### src/rtl/sha2_msg_sched.sv
// SHA-2 message-schedule engine: loads M[0..15] over a valid/ready stream, then expands
// W[16..ROUNDS-1]. Emits one word per cycle on a registered output stream.
module sha2_msg_sched #(
  parameter int unsigned WORD_W = 32,
  parameter int unsigned ROUNDS = 64
) (
  input  logic              clk,
  input  logic              reset_n,
  input  logic              start,
  input  logic              flush,
  input  logic              in_vld,
  output logic              in_rdy,
  input  logic [WORD_W-1:0] in_data,
  output logic              out_vld,
  input  logic              out_rdy,
  output logic [WORD_W-1:0] out_data,
  output logic [6:0]        out_idx,
  output logic              out_last,
  output logic              busy
);

  if (!((WORD_W == 32 && ROUNDS == 64) || (WORD_W == 64 && ROUNDS == 80))) begin : g_param_check
    $error("sha2_msg_sched: unsupported WORD_W/ROUNDS pair");
  end

  localparam int unsigned S0R1 = (WORD_W == 32) ? 7  : 1;
  localparam int unsigned S0R2 = (WORD_W == 32) ? 18 : 8;
  localparam int unsigned S0SH = (WORD_W == 32) ? 3  : 7;
  localparam int unsigned S1R1 = (WORD_W == 32) ? 17 : 19;
  localparam int unsigned S1R2 = (WORD_W == 32) ? 19 : 61;
  localparam int unsigned S1SH = (WORD_W == 32) ? 10 : 6;
  localparam logic [6:0]  LastT = 7'(ROUNDS - 1);

  typedef enum logic [1:0] {StIdle, StLoad, StExpand} state_e;

  function automatic logic [WORD_W-1:0] rotr(input logic [WORD_W-1:0] x, input int unsigned n);
    return (x >> n) | (x << (WORD_W - n));
  endfunction

  function automatic logic [WORD_W-1:0] sig0(input logic [WORD_W-1:0] x);
    return rotr(x, S0R1) ^ rotr(x, S0R2) ^ (x >> S0SH);
  endfunction

  function automatic logic [WORD_W-1:0] sig1(input logic [WORD_W-1:0] x);
    return rotr(x, S1R1) ^ rotr(x, S1R2) ^ (x >> S1SH);
  endfunction

  state_e            state_q, state_d;
  logic [6:0]        t_q, t_d;
  // win_q[15] holds W[t-1], win_q[0] holds W[t-16]
  logic [WORD_W-1:0] win_q [16];
  logic [WORD_W-1:0] win_d [16];
  logic              out_vld_q, out_vld_d;
  logic [WORD_W-1:0] out_data_q, out_data_d;
  logic [6:0]        out_idx_q, out_idx_d;
  logic              out_last_q, out_last_d;

  logic              adv, load_xfer, exp_xfer, xfer;
  logic [WORD_W-1:0] exp_word, new_word;

  always_comb begin
    adv       = !out_vld_q || out_rdy;
    load_xfer = (state_q == StLoad) && in_vld && adv;
    exp_xfer  = (state_q == StExpand) && adv;
    xfer      = !flush && (load_xfer || exp_xfer);
    exp_word  = sig1(win_q[14]) + win_q[9] + sig0(win_q[1]) + win_q[0];
    new_word  = (state_q == StLoad) ? in_data : exp_word;

    state_d    = state_q;
    t_d        = t_q;
    win_d      = win_q;
    out_vld_d  = out_vld_q;
    out_data_d = out_data_q;
    out_idx_d  = out_idx_q;
    out_last_d = out_last_q;

    if (flush) begin
      state_d    = StIdle;
      t_d        = 7'd0;
      out_vld_d  = 1'b0;
      out_last_d = 1'b0;
    end else begin
      case (state_q)
        StIdle: begin
          if (start) begin
            state_d = StLoad;
            t_d     = 7'd0;
          end
        end
        StLoad: begin
          if (load_xfer) begin
            t_d = t_q + 7'd1;
            if (t_q == 7'd15) state_d = StExpand;
          end
        end
        StExpand: begin
          if (exp_xfer) begin
            if (t_q == LastT) begin
              state_d = StIdle;
              t_d     = 7'd0;
            end else begin
              t_d = t_q + 7'd1;
            end
          end
        end
        default: state_d = StIdle;
      endcase

      if (xfer) begin
        for (int i = 0; i < 15; i++) win_d[i] = win_q[i+1];
        win_d[15]  = new_word;
        out_vld_d  = 1'b1;
        out_data_d = new_word;
        out_idx_d  = t_q;
        out_last_d = exp_xfer && (t_q == LastT);
      end else if (out_rdy) begin
        out_vld_d  = 1'b0;
        out_last_d = 1'b0;
      end
    end
  end

  always_ff @(posedge clk or negedge reset_n) begin
    if (!reset_n) begin
      state_q    <= StIdle;
      t_q        <= 7'd0;
      for (int i = 0; i < 16; i++) win_q[i] <= '0;
      out_vld_q  <= 1'b0;
      out_data_q <= '0;
      out_idx_q  <= 7'd0;
      out_last_q <= 1'b0;
    end else begin
      state_q    <= state_d;
      t_q        <= t_d;
      win_q      <= win_d;
      out_vld_q  <= out_vld_d;
      out_data_q <= out_data_d;
      out_idx_q  <= out_idx_d;
      out_last_q <= out_last_d;
    end
  end

  always_comb begin
    in_rdy   = (state_q == StLoad) && adv;
    out_vld  = out_vld_q;
    out_data = out_data_q;
    out_idx  = out_idx_q;
    out_last = out_last_q;
    busy     = (state_q != StIdle) || out_vld_q;
  end

endmodule

### config.mk
export PLATFORM = sky130hd
export DESIGN_NAME = sha2_msg_sched
export DESIGN_NICKNAME = d
export VERILOG_FILES = /design/src/rtl/sha2_msg_sched.sv
export SDC_FILE = /design/constraint.sdc
export NUM_CORES = 1
export LEC_CHECK = 0
export CORE_ASPECT_RATIO = 0.75
export CORE_UTILIZATION = 55
export CTS_CLUSTER_DIAMETER = 200
export DETAILED_ROUTE_END_ITERATION = 6
export DONT_BUFFER_PORTS = 1
export PLACE_DENSITY = 0.72
export SYNTH_ARGS = -nofsm -noshare
export SYNTH_HDL_FRONTEND = slang
export SYNTH_SLANG_ARGS = --single-unit
### constraint.sdc
create_clock -name clk -period 4.8 [get_ports clk]
set_input_delay 0.96 -clock clk [delete_from_list [all_inputs] [get_ports clk]]
set_output_delay 0.96 -clock clk [all_outputs]
set_load 0.01 [all_outputs]
After elaboration in Yosys (flattened, before gate mapping)
Index checks and enable logic that the tools add are counted.
{"block": "word_totals", "elab_cells": 80, "out_inout_bits": 43, "register_bits": 530, "input_bits": 38}
{"block": "classes", "mux": 19, "n_eq_ne": 9, "n_bitwise": 9, "n_addsub": 4, "n_reduce_logical": 18}
{"op": "adder 32 bit", "count": 3}
{"op": "XOR 32 bit", "count": 2}
{"op": "2-to-1 mux 7 bit", "count": 5}
{"op": "2-to-1 mux 32 bit", "count": 1}
{"op": "bitwise OR 13 x 32 -> 32 bit", "count": 1}
{"op": "bitwise OR 14 x 32 -> 32 bit", "count": 1}
{"op": "bitwise OR 15 x 32 -> 32 bit", "count": 1}
{"op": "bitwise OR 25 x 32 -> 32 bit", "count": 1}
{"op": "XOR 32 x 22 -> 32 bit", "count": 1}
{"op": "XOR 32 x 29 -> 32 bit", "count": 1}
{"op": "case mux 7 bit (3 select lines)", "count": 1}
{"op": "2-to-1 mux 2 bit", "count": 6}
{"op": "!= test 3 bit (second input constant)", "count": 3}
{"op": "adder 7 x 1 -> 7 bit (second input constant)", "count": 1}
{"op": "equality test 7 x 4 -> 1 bit (second input constant)", "count": 1}
{"op": "equality test 7 x 6 -> 1 bit (second input constant)", "count": 1}
{"op": "logical AND 1 bit", "count": 6}
{"op": "!= test 3 x 2 -> 1 bit (second input constant)", "count": 2}
{"op": "case mux 2 bit (3 select lines)", "count": 1}
{"op": "2-to-1 mux 1 bit", "count": 5}
{"op": "AND reduction 5 bit", "count": 1}
{"op": "AND reduction 4 bit", "count": 1}
{"op": "nonzero test 4 bit", "count": 1}
{"op": "logical OR 1 bit", "count": 3}
{"op": "8 further kinds", "count": 9}

Longest topological paths before layout
{"block": "logic_depth", "depth_word": 7, "mapped_depth": 17, "ltp_nobuf": 16}

Worst setup path before layout
OpenSTA, ideal clock, no wires.
{"block": "synth_timing", "path_type": "reg-to-reg", "startpoint": "register win_q[50] (netlist name)", "endpoint": "register out_data_q[31], in the netlist out_data[31]", "arrival_time_ns": 3.622, "required_time_ns": 4.667, "synth_period_minus_slack_ns": 3.754, "n_path_buf": 1, "stages_incl_launch_ff": 17, "path_slack_ns": 1.046, "setup_time_ns": 0.133, "cell_sequence": "dfrtp_1 -> clkbuf_1 -> xor2_1 -> xnor2_1 -> fa_1 -> fa_1 -> inv_1 -> ha_1 -> inv_1 -> fa_1 -> nor2b_1 -> o211ai_1 -> a31oi_2 -> o21ai_2 -> o311a_1 -> xnor2_1 -> o22ai_1"}
{"block": "synth_between", "elab_chain_cells": 7, "word_cells_on_any_way": 8, "classes_between": "add/sub (3); mux (1); bitwise (4)"}
{"item": "start, declared", "line_no": "51", "source": "logic [WORD_W-1:0] win_q [16];"}
{"item": "start signal, assigned", "line_no": "135", "source": "win_q <= win_d;"}
{"item": "bitwise OR 15 x 32 -> 32 bit or bitwise OR 13 x 32 -> 32 bit (tied branches)", "line_no": "37", "source": "return (x >> n) | (x << (WORD_W - n));"}
{"item": "XOR 32 bit", "line_no": "45", "source": "return rotr(x, S1R1) ^ rotr(x, S1R2) ^ (x >> S1SH);"}
{"item": "XOR 32 x 22 -> 32 bit (*)", "line_no": "45"}
{"item": "adder 32 bit (*) (3 in series)", "line_no": "66", "source": "exp_word = sig1(win_q[14]) + win_q[9] + sig0(win_q[1]) + win_q[0];"}
{"item": "2-to-1 mux 32 bit (*)", "line_no": "67", "source": "new_word = (state_q == StLoad) ? in_data : exp_word;"}
{"item": "end signal, assigned", "line_no": "137", "source": "out_data_q <= out_data_d;"}
{"item": "end, declared", "line_no": "54", "source": "logic [WORD_W-1:0] out_data_q, out_data_d;"}
Every way passes the cells marked *; elsewhere a longest branch is shown, timed or not.
A chain may end at the register's enable or synchronous reset.

Worst setup path after layout
{"block": "layout_timing", "startpoint": "register win_q[52] (netlist name)", "endpoint": "register out_data_q[31], in the netlist out_data[31]"}
{"block": "layout_between", "elab_chain_cells": 7, "word_cells_on_any_way": 8, "classes_between": "add/sub (3); mux (1); bitwise (4)"}
{"item": "bitwise OR 13 x 32 -> 32 bit or bitwise OR 15 x 32 -> 32 bit (tied branches)", "line_no": "37"}
{"item": "XOR 32 bit", "line_no": "45"}
{"item": "XOR 32 x 22 -> 32 bit (*)", "line_no": "45"}
{"item": "adder 32 bit (*) (3 in series)", "line_no": "66"}
{"item": "2-to-1 mux 32 bit (*)", "line_no": "67"}
Marks and branches as above.

==> summary by stage <==
Detailed routing
The mean routed wirelength per cell is 18.68 µm. The number of nets still failing antenna checks after routing is 0. The first-iteration detailed-routing DRC count is 1649. Summed over all layers, the routed wires come to 61.97 mm. After detailed routing, the number of remaining DRC violations is 0. The number of detailed-route iterations in the first pass is 5. The via count normalized by instance count is 5.350.

Detailed routing inserted a total of 17750 vias.

Critical path
In this run the worst path has a maximum fanout of 5. For the worst setup path, the data required time is 5.25 ns. The beginning of the critical path is win_q[52]. The setup path with the least slack is of type register to register. The worst setup path is launched from a register. The launching point of the worst reg2reg path is win_q[52]. STA classifies the critical path endpoint as a register.

STA puts the critical path data arrival time at 4.79 ns.

Timing
Across the routed clock network, the largest skew measured is 0.02503 ns. The accumulated negative setup slack is 0 ns. For the pin with the worst max-slew slack, the measured transition is 0.9114 ns. The minimum clock period after layout is 4.340 ns. The final max-slew violation count is 0. Setup violations remaining at the end of the flow were counted as 0. Setup repair after global routing left no endpoint under its margin. The final worst-path cycle share is 0.9041.

For this run, the top clock speed supported by timing is 230.4 MHz. The count of final hold-check violations was 0. The remaining max-slew budget at the tightest pin is 0.3924.

Die
The core box area is 44680 µm². The floorplan step set the die width to 247.6 µm. The die area is 46120 µm². The die height is 186.2 µm. The starting utilization of the core area is 0.5570. 81 I/O pins were placed.

The floorplan row count is 67.

Global routing
The first global-routing pass estimated 96.55 mm of wire. In the global route stage, overall resource usage came out at 0.2760. The number of global-route vias before repair is 17140. The number of antenna violations at the first check in global routing is 0. Entering global routing, the biggest net connects 531 pins.

The total overflow left after global routing is 0.

CTS
The clock-pin transition on the worst setup and hold timing paths is 0.07 ns. The number of clock buffers inserted by TritonCTS is 52. The later pin in the worst-skew pair is clocked with a latency of 0.61 ns.

The clock tree root buffer cell is clkbuf_16. The H-tree generated during clock tree synthesis spans 2 levels. For this design, the sink count on the clock tree is 530. The post-CTS setup-driven buffer insertion count is 0. The CTS tree is yes.

The number of gates resized after CTS was 0. The buffer depth of the longest clock path is 3. The hold buffer count at cts is 0.

Worst hold path
The worst min-delay path category is primary input to asynchronous set/reset pin.

Synth
The synthesis warning total is 0. In this run the cell area of the synthesized design comes to 24890 µm². The flip-flop and latch count after synthesis is 530.

By count the netlist is led by nand2_1 (1339), dfrtp_1 (530), inv_1 (134). The synthesized netlist contains 61 unique library cells. dfrtp_1 takes more of the synthesized area than any other cell. The share of flip-flops with an asynchronous set or reset is 1.000. The number of nets produced by synthesis is 2964.

Among all flip-flop cells after synthesis, the most frequent one is dfrtp_1. The synthesized instance count is 2828. By instance count, the leading cell after synthesis is nand2_1. Each instance of the synthesized netlist takes up on average 8.801 µm². The proportion of netlist area held by the largest area contributor is 0.5329. In the post-synthesis netlist, the biggest area contributors are dfrtp_1 (53%), nand2_1 (20%), fa_1 (5.0%), xnor2_1 (3.0%), o21ai_0 (2.6%).

For this run, the register share of the synthesized area comes to 0.5329. The number of enable flip-flop cells after synthesis is 0.

Place
At the end of routability-driven placement, the weighted congestion stood at 0.9740. The HPWL after detailed placement is 42.28 mm. The port buffer count is 0.

Final layout
For this run, the post-layout net count is 2831. Across the whole layout, storage elements account for 13260 µm². Relative to the synthesized area, the layout overhead comes to 6.666%. The area used by multi-input combinational logic is 10140 µm². The share of post-route cells with drive strength above 1 is 0.04248.

After filler insertion, the fill cell instance count of the layout stands at 3891.

Run status
The flow ran to the end, and the final reports show no timing, DRC or antenna violations.

Run
The tool flagged a number of max-cap violations equal to 0.
final timing paths:
path | endpoint | slack [ns] | depth (start not counted)
max | out_data[31] | 0.46 | 15
min | win_q[443] | 0.1 | 0
max reg2reg | out_data[31] | 0.46 | 15
min reg2reg | win_q[174] | 0.46 | 2
max in group asynchronous | win_q[38] | 4.04 | 0
min in group clk | out_vld | 0.42 | 1
final cells by class:
| cell class | count | share of cell area |
|---|---|---|
| Sequential cell | 530 | 0.4996 |
| Multi-Input combinational cell | 1960 | 0.3821 |
| Clock buffer | 73 | 0.05575 |
| Tap cell | 586 | 0.02762 |
| Inverter | 134 | 0.01895 |
| Clock inverter | 17 | 0.008719 |
| Timing Repair Buffer | 17 | 0.007164 |
| Antenna cell | 1 | 0.00009426 |
registers in the layout (all words and copies together) (netlist names):
register,count
out_vld,1
t_q,7
out_data,32
out_idx,7
state_q,2
win_q,480
out_last,1
cells by family after synthesis:
kind of cell,share of synthesized area
buffers and inverters,0.05997
adders and majority gates,0.06797
AOI/OAI and AO/OA,0.05701
muxes,0.003670
xor gates and xnor gates,0.05032
and+or+nand+nor,0.2282
DFF,0.5329
stage by stage:
| step | util | cell area, µm² | worst slack, ns | hold WS [ns] | instances |
|---|---|---|---|---|---|
| final | 0.5942 | 26550 | 0.4604 | 0.09650 | 3318 |
| after detailed placement | 0.5558 | 24830 | 0.5695 | 0.4479 | 3227 |
| after CTS | 0.5941 | 26550 | 0.5188 | 0.06572 | 3317 |
| after global placement | 0.5558 | 24830 | 0.5467 | 0.4465 | 3227 |
| after global routing | 0.5941 | 26550 | 0.2698 | 0.06309 | 3317 |
| after floorplan | - | 24890 | 1.046 | 0.4386 | 2828 |
worst max-delay path, cell delays in order, from the launching register on:
cell	delay, ns
dfrtp_1	0.46
xor2_1	0.21
xnor2_1	0.22
fa_1	0.48
fa_1	0.49
inv_1	0.07
ha_1	0.16
inv_1	0.06
fa_1	0.38
nor2b_1	0.22
o211ai_1	0.15
a31oi_2	0.45
o21ai_2	0.18
o311a_1	0.37
xnor2_1	0.16
o22ai_1	0.10
placed cells by master, fill, tap and decap left out, drive strengths merged, types with 3 or more instances in the layout:
master / count
clkbuf: 73
dfrtp: 530
nor2b: 4
fa: 62
mux2i: 8
buf: 17
and3: 13
o22ai: 8
o31ai: 3
a31oi: 7
nand2: 1339
nand4: 11
nand2b: 5
o211ai: 4
nor2: 41
clkinv: 8
inv: 137
ha: 36
xor2: 57
nand3: 21
nor3: 12
or3: 8
bufinv: 4
o21ai: 135
o21bai: 4
a21o: 4
xnor2: 86
a21oi: 64
and2: 3
layer usage:
metal | up-vias | part of all wire | GRT usage
met5 | - | 0 | 0
met4 | 0 | 0.018 | 0.06699
met2 | 419 | 0.44 | 0.4050
met1 | 8867 | 0.47 | 0.4144
li1 | 8398 | - | -
met3 | 68 | 0.071 | 0.06471
Power is left out: the tool's default activity adds up to more than one toggle a clock period on the data nets, which glitch-free logic cannot reach.
